[src/rtl/axi_rd_arbiter.sv]
// Round-robin arbiter sharing one AXI4 read port between NUM_M requesters.
// ARID is tagged with the requester index; R beats route back by that tag.
module axi_rd_arbiter #(
   parameter int NUM_M   = 2,
   parameter int IDX_W   = $clog2(NUM_M),
   parameter int ID_W    = 4,
   parameter int ADDR_W  = 32,
   parameter int DATA_W  = 64,
   parameter int MAX_OUT = 8
) (
   input  logic                    ACLK,
   input  logic                    ARESET,
   input  logic [NUM_M*ID_W-1:0]   S_ARID,
   input  logic [NUM_M*ADDR_W-1:0] S_ARADDR,
   input  logic [NUM_M*8-1:0]      S_ARLEN,
   input  logic [NUM_M*3-1:0]      S_ARSIZE,
   input  logic [NUM_M*2-1:0]      S_ARBURST,
   input  logic [NUM_M-1:0]        S_ARVALID,
   output logic [NUM_M-1:0]        S_ARREADY,
   output logic [NUM_M*ID_W-1:0]   S_RID,
   output logic [NUM_M*DATA_W-1:0] S_RDATA,
   output logic [NUM_M*2-1:0]      S_RRESP,
   output logic [NUM_M-1:0]        S_RLAST,
   output logic [NUM_M-1:0]        S_RVALID,
   input  logic [NUM_M-1:0]        S_RREADY,
   output logic [IDX_W+ID_W-1:0]   M_ARID,
   output logic [ADDR_W-1:0]       M_ARADDR,
   output logic [7:0]              M_ARLEN,
   output logic [2:0]              M_ARSIZE,
   output logic [1:0]              M_ARBURST,
   output logic                    M_ARVALID,
   input  logic                    M_ARREADY,
   input  logic [IDX_W+ID_W-1:0]   M_RID,
   input  logic [DATA_W-1:0]       M_RDATA,
   input  logic [1:0]              M_RRESP,
   input  logic                    M_RLAST,
   input  logic                    M_RVALID,
   output logic                    M_RREADY,
   output logic                    ERR_UNDERFLOW
);

   typedef enum logic {IDLE, LOCKED} state_t;

   state_t           state_q, state_d;
   logic [IDX_W-1:0] g_q, g_d;
   logic [IDX_W-1:0] last_q, last_d;
   logic [IDX_W-1:0] cand;
   logic [IDX_W-1:0] r_idx;
   logic [7:0]       cnt_q [NUM_M];
   logic [7:0]       cnt_d [NUM_M];
   logic             err_q, err_d;
   logic             ar_hs, r_done;
   logic [NUM_M-1:0] elig, inc_v, dec_v;
   logic [NUM_M-1:0] one_v;

   assign one_v = {{(NUM_M-1){1'b0}}, 1'b1};
   assign r_idx = M_RID[IDX_W+ID_W-1:ID_W];

   always_comb begin
      for (int i = 0; i < NUM_M; i++)
         elig[i] = S_ARVALID[i] && (cnt_q[i] != 8'(MAX_OUT));
   end

   always_comb begin
      state_d = state_q;
      g_d     = g_q;
      last_d  = last_q;
      cand    = '0;
      ar_hs   = 1'b0;
      unique case (state_q)
         IDLE: begin
            // Descending walk so the nearest index after last_q wins.
            for (int k = NUM_M; k >= 1; k--) begin
               cand = last_q + IDX_W'(k);
               if (elig[cand]) begin
                  g_d     = cand;
                  state_d = LOCKED;
               end
            end
         end
         LOCKED: begin
            if (M_ARREADY) begin
               ar_hs   = 1'b1;
               last_d  = g_q;
               state_d = IDLE;
            end
         end
      endcase
   end

   assign M_ARVALID = !ARESET && (state_q == LOCKED);
   assign S_ARREADY = M_ARVALID ? ({{(NUM_M-1){1'b0}}, M_ARREADY} << g_q) : '0;
   assign M_ARID    = {g_q, S_ARID[g_q*ID_W +: ID_W]};
   assign M_ARADDR  = S_ARADDR[g_q*ADDR_W +: ADDR_W];
   assign M_ARLEN   = S_ARLEN[g_q*8 +: 8];
   assign M_ARSIZE  = S_ARSIZE[g_q*3 +: 3];
   assign M_ARBURST = S_ARBURST[g_q*2 +: 2];

   assign S_RVALID = ARESET ? '0 : ({{(NUM_M-1){1'b0}}, M_RVALID} << r_idx);
   assign M_RREADY = !ARESET && S_RREADY[r_idx];
   assign S_RID    = {NUM_M{M_RID[ID_W-1:0]}};
   assign S_RDATA  = {NUM_M{M_RDATA}};
   assign S_RRESP  = {NUM_M{M_RRESP}};
   assign S_RLAST  = {NUM_M{M_RLAST}};
   assign r_done   = M_RVALID && M_RREADY && M_RLAST;

   assign inc_v = ar_hs  ? (one_v << g_q)   : '0;
   assign dec_v = r_done ? (one_v << r_idx) : '0;

   always_comb begin
      err_d = err_q;
      for (int i = 0; i < NUM_M; i++) begin
         cnt_d[i] = cnt_q[i];
         if (inc_v[i] && !dec_v[i]) begin
            cnt_d[i] = cnt_q[i] + 8'd1;
         end else if (dec_v[i] && !inc_v[i]) begin
            if (cnt_q[i] == 8'd0) err_d = 1'b1;
            else cnt_d[i] = cnt_q[i] - 8'd1;
         end
      end
   end

   always_ff @(posedge ACLK) begin
      if (ARESET) begin
         state_q <= IDLE;
         g_q     <= '0;
         last_q  <= IDX_W'(NUM_M - 1);
         err_q   <= 1'b0;
         for (int i = 0; i < NUM_M; i++) cnt_q[i] <= '0;
      end else begin
         state_q <= state_d;
         g_q     <= g_d;
         last_q  <= last_d;
         err_q   <= err_d;
         for (int i = 0; i < NUM_M; i++) cnt_q[i] <= cnt_d[i];
      end
   end

   assign ERR_UNDERFLOW = err_q;

endmodule

[config.mk]
export PLATFORM = sky130hd
export DESIGN_NAME = axi_rd_arbiter
export DESIGN_NICKNAME = d
export VERILOG_FILES = /design/src/rtl/axi_rd_arbiter.sv
export SDC_FILE = /design/constraint.sdc
export NUM_CORES = 1
export LEC_CHECK = 0
export CAP_MARGIN = 20
export CORE_AREA = 2 2 145 147
export CTS_BUF_LIST = sky130_fd_sc_hd__clkbuf_16
export DETAILED_ROUTE_END_ITERATION = 7
export DIE_AREA = 0 0 147 149
export HOLD_SLACK_MARGIN = 0.12
export MAX_ROUTING_LAYER = met4
export PLACE_DENSITY = 0.61
export SYNTH_ARGS = -nofsm -noshare
export SYNTH_HDL_FRONTEND = slang
export SYNTH_SLANG_ARGS = --single-unit
[constraint.sdc]
create_clock -name ACLK -period 2.83 [get_ports ACLK]
set_input_delay 0.4245 -clock ACLK [delete_from_list [all_inputs] [get_ports ACLK]]
set_output_delay 0.4245 -clock ACLK [all_outputs]
set_load 0.03 [all_outputs]
=== Word level (Yosys, flattened, before mapping) ===
Memory sizes are Yosys's and may differ from the RTL's.
Index checks and enable logic that the tools add are counted.

* Register bits: 4
* Latch bits: 0
* RAM bits: 16
* Bits in read-only memories: 0
* Logic and storage cells: 83
* Memories: 1

* $add $sub $neg: 5
* Multiply operators: 1
* Div/mod/pow operators: 0
* Magnitude comparators: 3
* Eq/ne operators: 2
* Shift-type cells: 9
* Muxes and demuxes: 35
* Bitwise operators: 3
* Reductions and logical operators: 20

{| class="wikitable"
|+ Memories
! name !! words !! width !! read ports !! clocked after memory_dff !! write ports !! line !! RTL
|-
| cnt_q || 2 || 8 || 2 || 0 || 2 || 49 || <nowiki>logic [7:0] cnt_q [NUM_M];</nowiki>
|}

{| class="wikitable"
|+ Operator list
! kind !! number
|-
| $mux W8 || 8
|-
| $shiftx A64 B7 Y32 || 1
|-
| $mux W1 || 22
|-
| $add A8 B1 Y8 const B || 2
|-
| $logic_not A8 Y1 || 2
|-
| $ne A8 B4 Y1 const B || 2
|-
| $shiftx A16 B5 Y8 || 1
|-
| $sub A8 B1 Y8 const B || 2
|-
| $logic_and A1 B1 Y1 || 10
|-
| $mux W2 || 4
|-
| $shiftx A8 B4 Y4 || 1
|-
| $lt A1 B2 Y1 const B || 3
|-
| $shiftx A6 B4 Y3 || 1
|-
| $logic_not A1 Y1 || 5
|-
| $reduce_and A2 Y1 || 2
|-
| $shiftx A4 B3 Y2 || 1
|-
| $shl A1 B1 Y2 || 2
|-
| $shl A1 B1 Y2 const A || 2
|-
| $mul A1 B2 Y3 const B || 1
|-
| $or A1 B1 Y1 || 2
|-
| $pmux W1 S2 || 1
|-
| $reduce_bool A2 Y1 || 1
|-
| $add A1 B1 Y1 const B || 1
|-
| $not A1 Y1 || 1
|}

=== Depth between registers and ports, before layout ===
Gate-level depths: netlist of run 1.

* Word-level depth: 12
* Mapped depth: 11
* Mapped depth without buffers: 11

=== Worst setup path after synthesis of run 1 ===
No wires, ideal clock.

* Kind: input-to-reg
* From: in M_RID[4]
* To: mem cnt_q[0][7]
* Arrival: 3.075 ns
* Required time: 2.709 ns
* Setup slack: -0.366 ns
* Stages: 11
* Cell sequence: mux2i_1 > nor2_1 > nand4b_1 > ha_1 > inv_1 > ha_1 > a21oi_1 > a211oi_1 > or3_1 > a21oi_1 > mux2_4

{| class="wikitable"
|+ RTL lines
! what !! line !! RTL
|-
| start, declared || 33 || <nowiki>input logic [IDX_W+ID_W-1:0] M_RID,</nowiki>
|-
| end, declared || 49 ||
|}

==> flow_summary.json, run 1 <==
{
  "path_class": "input pin to register",
  "syn_area_um2": 3099,
  "reg2reg_from": "state_q",
  "worst_ep_arrival_time_ps": 2900,
  "r2r_end": "cnt_q[0][7]",
  "vias": 2702,
  "finalSetupViolCount": 0,
  "ir_drop_mv": 0.1993,
  "initial_core_util_pct": 15.08,
  "cts_buffer_depth": 2,
  "min_period_ps": 2756,
  "crit_path_frequent_cell": "ha_4",
  "cp_top_family": "buffers and inverters",
  "fillers": 2250,
  "clkTransAtPathRegs_ps": 60,
  "die_area_um2": 21900,
  "holdWs_ps": 462.2,
  "grt.total_usage_pct": 10.05,
  "ys_ff_latch": 20,
  "avgSynthCellArea_um2": 8.309,
  "finalCritPeriodShare_pct": 97.40,
  "seqCellArea_um2": 401.6,
  "async_reset_ff_share_pct": 0,
  "min_to": "last_q",
  "root_buffer": "clkbuf_16",
  "grt_pass1_vias": 2729,
  "diodes": 0,
  "overflow": 0,
  "crit_path_start_kind": "input pin",
  "synth_fp_nets": 569,
  "regToRegSetupSlack_ps": 390,
  "tightest_slew_ps": 512.3,
  "reg2reg_depth": 12,
  "cts_tree": "done",
  "ioPinCount": 377,
  "crit_chain": "clkdlybuf4s50_1 > nand2_1 > or2_4 > inv_2 > ha_4 > inv_8 > buf_4 > ha_4 > a21oi_4 > o21ai_2 > or3_4 > a21oi_2 > mux2_4",
  "dieWidth_um": 147,
  "synth_common_cells": "buf_4, mux2_2, dfxtp_1, nand2_1, a21oi_1",
  "powerDensity_nw_per_um2": 382.8,
  "synthFlopType": "dfxtp_1",
  "ant_nets": 0,
  "ctsHoldBuffers": 0,
  "htree_levels": 1,
  "drv_cap": 0,
  "cp.required_ps": 2980,
  "critPathMaxFanout": 7,
  "dp_hpwl_mm": 9.366,
  "die_y_um": 149,
  "yosys-top-cells-area": "buf_4, mux2_2, dfxtp_1",
  "clkLatencyLatePin_ps": 260,
  "nNetsFinal": 640,
  "fmax_mhz": 362.8,
  "yosys.area.top_type": "buf_4",
  "yosysSeqAreaShare_pct": 12.92,
  "synth_warnings": 0,
  "routed_wl_mm": 11.46,
  "finClkSkew_ps": 2.811,
  "synthToLayoutAreaGrowth_pct": 55.19,
  "total_power_uw": 1841,
  "hold_path_class": "register to register",
  "grt_max_degree": 52,
  "status": "finished clean",
  "slowest_stage": "clkdlybuf4s50_1",
  "port_buffers": 166,
  "min_from": "last_q",
  "syn-instance-count": 373,
  "yosysUniqueCellTypes": 39,
  "synth-edff-count": 0,
  "hold_depth": 1,
  "slew_viol_final": 0,
  "numCtsBuffers": 3,
  "first_pass_iters": 4,
  "end_kind": "register",
  "cts_sinks": 20,
  "drt_iter0_markers": 33,
  "hold_viol": 0,
  "final_core_util_pct": 23.40,
  "avgRoutedWirePerCell_um": 15.96,
  "multi_input_area_um2": 1819,
  "coreArea_um2": 20560,
  "layout_setup_ws_ps": 73.55,
  "tns_ps": 0,
  "antenna_found_initial": 2,
  "rows": 53,
  "yosysTopAreaCellShare_pct": 34.64,
  "crit_buf_inv": 4,
  "p_leak_uw": 0.001816,
  "relSlewSlack_pct": 65.74,
  "vias_per_cell": 3.763,
  "gp_congestion": 0.7766,
  "synth_most_common_cell": "buf_4",
  "slowest_delay_ps": 480,
  "drc_errors": 0,
  "dp_slack_ps": -463.6,
  "drive_gt1_share_pct": 34.76,
  "grt_pass1_wl_mm": 16.19
}
==> layer usage <==
layer	track usage (%)	share of wire, %	wire length (um)
met5	-	0	0
met4	3.365	2.9	333
met3	3.364	9.7	1115
met2	18.17	52	5940
met1	10.27	36	4073
==> final cells by class <==
type / count / share of cell area (%)
timing repair buffer: 218 / 43.60
inverter: 8 / 0.8845
clock buffer: 3 / 1.561
multi-input combinational: 193 / 37.83
sequential: 20 / 8.351
clock inverter: 1 / 0.6243
tap: 275 / 7.154
==> power breakdown <==
part | internal, uW | switching [uW]
clock network | 281 | 119
registers | 305 | 27.2
logic | 611 | 498
==> worst max-delay path by stage <==
stage,to,cells past startpoint,from,slack (ps)
after detailed placement,cnt_q[0][15],12,M_RID[4],-460
after global routing,cnt_q[0][6],14,M_ARREADY,-30
final,cnt_q[0][7],13,M_ARREADY,70
after global placement,cnt_q[0][7],12,M_RID[4],-400
after CTS,cnt_q[0][6],14,M_ARREADY,10
after floorplan,cnt_q[0][7],11,M_RID[4],-0.6
==> registers in the layout, summed over array words and instances (netlist names) <==
name and count:
state_q 1, last_q 1, cnt_q 16, ERR_UNDERFLOW 1
g_q 1
==> layout by cell type (no fill, tap or decap), types with 3 or more instances in the layout <==
cell type / n
a21oi_4: 3
ha_1: 5
o21bai_1: 3
a21oi_2: 5
dfxtp_1: 19
a21o_1: 4
inv_1: 5
nor2b_1: 4
a21oi_1: 10
nand3_1: 3
clkbuf_16: 3
xnor2_1: 6
nor2_1: 15
nand3b_1: 3
a211o_1: 3
mux2_2: 49
nand2_2: 3
clkdlybuf4s50_1: 158
a211oi_2: 4
ha_4: 11
nand2_1: 17
buf_4: 52
nand4b_1: 3
buf_12: 4
o21ai_0: 3
==> per-stage QoR <==
step	instance area (um2)	cells
finish	4810	718
global route	4810	718
CTS	4551	714
detailed placement	4374	705
global placement	4374	705
floorplan	3114	373
==> worst reg2reg max path, cell delays in order, from the launching register on <==
cell     delay, ps
dfxtp_1        330
nand2_1         70
or2_4          240
inv_2           70
ha_4           170
inv_8           60
buf_4          140
ha_4           160
a21oi_4        140
o21ai_2         80
or3_4          390
a21oi_2        180
mux2_4         310
==> cell families (layout without fill, tap and decap cells) <==
group | Yosys count | in the layout | synth area share, %
buffers and inverters | 160 | 230 | 36.70
AND/OR/NAND/NOR | 68 | 68 | 11.71
multiplexers | 52 | 52 | 18.97
AO/OA/AOI/OAI | 47 | 47 | 9.689
flip-flops | 20 | 20 | 12.92
adder cells (fa/ha/maj) | 18 | 18 | 7.751
XOR/XNOR | 8 | 8 | 2.261
==> what timing repair did <==
action,in CTS,in global routing
setup buffers,5,4
pin swaps,9,15
setup endpoints to repair,5,4
resized for setup,11,40
Note: power is estimated with default switching activity, not from simulation.
==> run 2, diff against run 1 <==
==> config.mk (replaced) <==
export PLATFORM = sky130hd
export DESIGN_NAME = axi_rd_arbiter
export DESIGN_NICKNAME = d
export VERILOG_FILES = /design/src/rtl/axi_rd_arbiter.sv
export SDC_FILE = /design/constraint.sdc
export NUM_CORES = 1
export LEC_CHECK = 0
export CORE_AREA = 2 2 147 149
export CTS_BUF_LIST = sky130_fd_sc_hd__clkbuf_16
export DETAILED_ROUTE_END_ITERATION = 7
export DIE_AREA = 0 0 149 151
export HOLD_SLACK_MARGIN = 0.12
export MAX_ROUTING_LAYER = met4
export PLACE_DENSITY = 0.58
export SYNTH_ARGS = -nofsm -noshare
export SYNTH_HDL_FRONTEND = slang
export SYNTH_SLANG_ARGS = --single-unit
==> constraint.sdc (replaced) <==
create_clock -name ACLK -period 2.95 [get_ports ACLK]
set_input_delay 0.4425 -clock ACLK [delete_from_list [all_inputs] [get_ports ACLK]]
set_output_delay 0.4425 -clock ACLK [all_outputs]
set_load 0.03 [all_outputs]
==> run 2 against run 1 <==
Against the previous run: sequential power is 4% lower; design area fell by 1.0%; die area grew 2.7%; global-route usage is 1.7 points lower; combinational power down 9%; wire length shrank 14%; highest routed layer unchanged; utilization down 0.54 points; register-to-register slack barely moved; first-iteration DRC count up 110%; sequential cell count is the same.
==> flow_summary.json, run 2 (synthesized netlist as in run 1, its figures left out) <==
{
  "cts_tree": "done",
  "finalSetupViolCount": 0,
  "drc_errors": 0,
  "min_period_ps": 2756,
  "drt_iter0_markers": 69,
  "vias": 2644,
  "finClkSkew_ps": 2.737,
  "layout_common_cells": "clkdlybuf4s50_1, buf_4, mux2_2",
  "slew_viol_final": 0,
  "antenna_found_initial": 0,
  "ir_drop_mv": 0.2893,
  "crit_path_start_kind": "input pin",
  "drv_cap": 0,
  "dp_hpwl_mm": 8.015,
  "critPathMaxFanout": 4,
  "rsz0062_at_grt": "no",
  "avgRoutedWirePerCell_um": 13.58,
  "holdWs_ps": 454.0,
  "routed_wl_mm": 9.830,
  "hold_viol": 0,
  "dieWidth_um": 149,
  "p_leak_uw": 0.001812,
  "fmax_mhz": 362.8,
  "clkLatencyLatePin_ps": 250,
  "cts_buffer_depth": 2,
  "initial_core_util_pct": 14.88,
  "grt.total_usage_pct": 8.342,
  "grt_pass1_vias": 2672,
  "cp.required_ps": 3090,
  "clkTransAtPathRegs_ps": 60,
  "finalCritPeriodShare_pct": 93.44,
  "synthToLayoutAreaGrowth_pct": 53.57,
  "port_buffers": 166,
  "htree_levels": 1,
  "root_buffer": "clkbuf_16",
  "powerDensity_nw_per_um2": 339.9,
  "layout_commonest_cell": "clkdlybuf4s50_1",
  "path_class": "input pin to register",
  "worst_ep_arrival_time_ps": 2900,
  "overflow": 0,
  "die_area_um2": 22500,
  "grt_pass1_wl_mm": 14.36,
  "drive_gt1_share_pct": 34.52,
  "end_kind": "register",
  "status": "finished clean",
  "tightest_slew_ps": 638.3,
  "relSlewSlack_pct": 57.45,
  "nNetsFinal": 646,
  "rows": 53,
  "fillers": 2289,
  "ioPinCount": 377,
  "diodes": 0,
  "die_y_um": 151,
  "largest_register": "cnt_q",
  "coreArea_um2": 20820,
  "ant_nets": 0,
  "cts_sinks": 20,
  "largest_reg_flops": 16,
  "total_power_uw": 1618,
  "hold_path_class": "register to register",
  "numCtsBuffers": 3,
  "grt_max_degree": 51,
  "vias_per_cell": 3.652,
  "gp_congestion": 0.7986,
  "first_pass_iters": 4
}
-- run 2: changes by cell type in the layout (fill, tap and decap cells not counted), sizes merged --
cell           change
bufinv             -1
clkdlybuf4s50      +3
dlymetal6s2s       +1
inv                +1
buf                +2
-- run 2: worst max-delay path: stages --
cell           delay [ps]
dlygate4sd2_1         250
mux2i_2               300
nor2_4                 70
nand4b_1              130
ha_2                  220
inv_4                  60
buf_4                 140
ha_4                  230
a21oi_4               140
o21ai_2                70
or3_1                 380
a21oi_2               160
mux2_4                300
-- run 2: final cells by class --
type | instances | area, um2 | area share [%]
clock buffers | 3 | 75.07 | 1.577
clock inverters | 1 | 3.754 | 0.07886
inverters | 8 | 35.03 | 0.7361
multi-input cells | 193 | 1775 | 37.30
flip-flops and latches | 20 | 401.6 | 8.438
well taps | 275 | 344.1 | 7.229
repair buffers | 224 | 2125 | 44.64
-- run 2: layer usage --
layer | GRT usage (%) | part of all wire [%]
met1 | 9.364 | 38
met2 | 13.71 | 49
met5 | - | 0
met4 | 2.333 | 1.8
met3 | 3.434 | 11
-- run 2: power breakdown --
part,leakage (uW),switching (uW),internal [uW]
Combinational,0.00161,455,556
Sequential,0.000163,27.1,292
Clock,0.0000385,106,181
Total,0.00181,589,1030
-- run 2: stage by stage --
stage | instances | setup TNS, ps | area (um2) | setup WS, ps | util (%)
after global routing | 724 | 0 | 4760 | 74.25 | 22.86
after global placement | 710 | -1633 | 4377 | -384.2 | 21.02
after CTS | 721 | 0 | 4607 | 58.10 | 22.12
after detailed placement | 710 | -1733 | 4377 | -418.4 | 21.02
final | 724 | 0 | 4760 | 193.6 | 22.86
after floorplan | 373 | 0 | 3107 | 12.85 | -
-- run 2: worst paths after layout --
check	startpoint	to	slack (ps)	cells past startpoint
hold reg to reg	last_q	last_q	450	1
hold / removal	last_q	last_q	450	1
setup reg to reg	state_q	cnt_q[0][7]	400	12
setup / recovery	M_RID[4]	cnt_q[0][7]	190	13
-- run 2: repair_timing --
| action | 4_1_cts | 5_1_grt |
|---|---|---|
| setup buffers | 7 | 4 |
| hold buffers | 0 | 0 |
| gates cloned | 0 | 0 |
| setup endpoints to repair | 4 | 3 |
| gates resized for setup | 23 | 26 |
| pin swaps | 12 | 16 |
==> run 3, diff against run 2 <==
--- a/config.mk
+++ b/config.mk
@@ -11,7 +11,7 @@
 export DIE_AREA = 0 0 149 151
 export HOLD_SLACK_MARGIN = 0.12
 export MAX_ROUTING_LAYER = met4
-export PLACE_DENSITY = 0.58
+export PLACE_DENSITY = 0.49
 export SYNTH_ARGS = -nofsm -noshare
 export SYNTH_HDL_FRONTEND = slang
 export SYNTH_SLANG_ARGS = --single-unit
==> run 3 against run 2 <==
Against the previous run: combinational power is essentially flat; maximum frequency is 4.0% lower; sequential power about the same; largest power group unchanged; critical endpoint unchanged.
==> flow_summary.json, run 3 (synthesized netlist as in run 1, its figures left out) <==
{
  "cts_sinks": 20,
  "reg2reg_depth": 12,
  "root_buffer": "clkbuf_16",
  "powerDensity_nw_per_um2": 344.6,
  "end_kind": "register",
  "drv_cap": 0,
  "status": "finished clean",
  "path_class": "input pin to register",
  "drt_iter0_markers": 45,
  "avgRoutedWirePerCell_um": 13.84,
  "synthToLayoutAreaGrowth_pct": 47.68,
  "vias": 2620,
  "port_buffers": 166,
  "cp.required_ps": 3090,
  "dp_hpwl_mm": 8.444,
  "rows": 53,
  "layout_setup_ws_ps": 79.26,
  "hold_depth": 1,
  "cts_tree": "done",
  "finalCritPeriodShare_pct": 97.31,
  "die_y_um": 151,
  "p_leak_uw": 0.001747,
  "dieWidth_um": 149,
  "finClkSkew_ps": 3.117,
  "die_area_um2": 22500,
  "rsz0062_at_grt": "no",
  "largest_reg_flops": 16,
  "largest_register": "cnt_q",
  "grt_pass1_wl_mm": 14.54,
  "vias_per_cell": 3.669,
  "cts_buffer_depth": 2,
  "ctsHoldBuffers": 0,
  "clkLatencyLatePin_ps": 250,
  "ant_nets": 0,
  "coreArea_um2": 20820,
  "critPathMaxFanout": 6,
  "worst_ep_arrival_time_ps": 3010,
  "htree_levels": 1,
  "grt_pass1_vias": 2726,
  "layout_common_cells": "clkdlybuf4s50_1, mux2_2, buf_4",
  "hold_path_class": "register to register",
  "min_period_ps": 2871,
  "initial_core_util_pct": 14.88,
  "drc_errors": 0,
  "postCtsSetupBuffers": 0,
  "dp_slack_ps": -459.1,
  "crit_path_start_kind": "input pin",
  "clkTransAtPathRegs_ps": 60,
  "min_to": "last_q",
  "routed_wl_mm": 9.883,
  "ir_drop_mv": 0.1486,
  "grt.total_usage_pct": 8.501,
  "reg2reg_from": "state_q",
  "min_from": "last_q",
  "grt_max_degree": 52,
  "gp_congestion": 0.7603,
  "slew_viol_final": 0,
  "finalSetupViolCount": 0,
  "total_power_uw": 1577,
  "drive_gt1_share_pct": 30.37,
  "first_pass_iters": 4,
  "nNetsFinal": 635,
  "relSlewSlack_pct": 56.56,
  "hold_viol": 0,
  "regToRegSetupSlack_ps": 370,
  "layout_commonest_cell": "clkdlybuf4s50_1",
  "ioPinCount": 377,
  "fmax_mhz": 348.3,
  "r2r_end": "cnt_q[0][7]",
  "antenna_found_initial": 1,
  "overflow": 0,
  "numCtsBuffers": 3,
  "tightest_slew_ps": 651.6
}
-- run 3: cell types whose count changed in the layout (fill, tap and decap cells not counted), sizes merged --
| cell | change |
|---|---|
| buf | -12 |
| clkdlybuf4s50 | +2 |
| diode | +1 |
| dlymetal6s2s | -1 |
-- run 3: per-stage QoR --
step | std cells | hold WS (ps) | util (%) | cell area (um2) | setup TNS [ps]
3_3_place_gp | 709 | 436.0 | 20.94 | 4359 | -1573
6_report | 714 | 453.0 | 21.98 | 4577 | 0
5_1_grt | 714 | 493.9 | 21.98 | 4577 | 0
2_1_floorplan | 373 | 426.3 | - | 3107 | 0
4_1_cts | 713 | 460.7 | 21.51 | 4478 | 0
3_5_place_dp | 709 | 444.9 | 20.94 | 4359 | -1970
-- run 3: final cells by class --
cell class                      instances  area [um2]
Clock buffer                            3       75.07
Multi-Input combinational cell        193        1697
Timing Repair Buffer                  213        2018
Antenna cell                            1       2.502
Fill cell                            2308       16250
Tap cell                              275       344.1
Sequential cell                        20       401.6
Clock inverter                          1       3.754
Inverter                                8       35.03
-- run 3: per-layer routing --
metal,global-route usage (%),vias up,wire length (um)
li1,-,1262,-
met1,9.059,1152,3652
met2,14.75,169,4928
met3,2.711,37,977
met4,3.286,0,324
met5,-,-,0
-- run 3: worst max-delay path by stage --
stage | startpoint | end | slack (ps)
after floorplan | M_RID[4] | cnt_q[0][7] | 10
after global placement | M_RID[4] | cnt_q[0][7] | -390
after detailed placement | M_RID[4] | cnt_q[0][7] | -460
after CTS | M_ARREADY | cnt_q[0][7] | 5
after global routing | S_RREADY[1] | cnt_q[0][7] | 4
final | S_RREADY[1] | cnt_q[0][7] | 80
-- run 3: power breakdown --
group	leakage (uW)	switching [uW]	internal, uW
Sequential	0.000163	25.2	293
Clock	0.0000385	101	181
Combinational	0.00155	448	530
-- run 3: worst max-delay path, stage by stage --
cell             delay (ps)
clkdlybuf4s50_1         410
mux2i_2                 220
nor2_4                   70
nand4b_1                120
ha_2                    220
inv_4                    60
buf_4                   150
ha_1                    200
a21oi_2                 190
a211oi_2                100
or3_4                   370
a21oi_2                 140
mux2_4                  310
-- run 3: what timing repair did --
action                                  4_1_cts  5_1_grt
gates resized for setup                      12       19
pin swaps                                     1        8
gates cloned                                  0        0
endpoints found under the setup margin        4        4
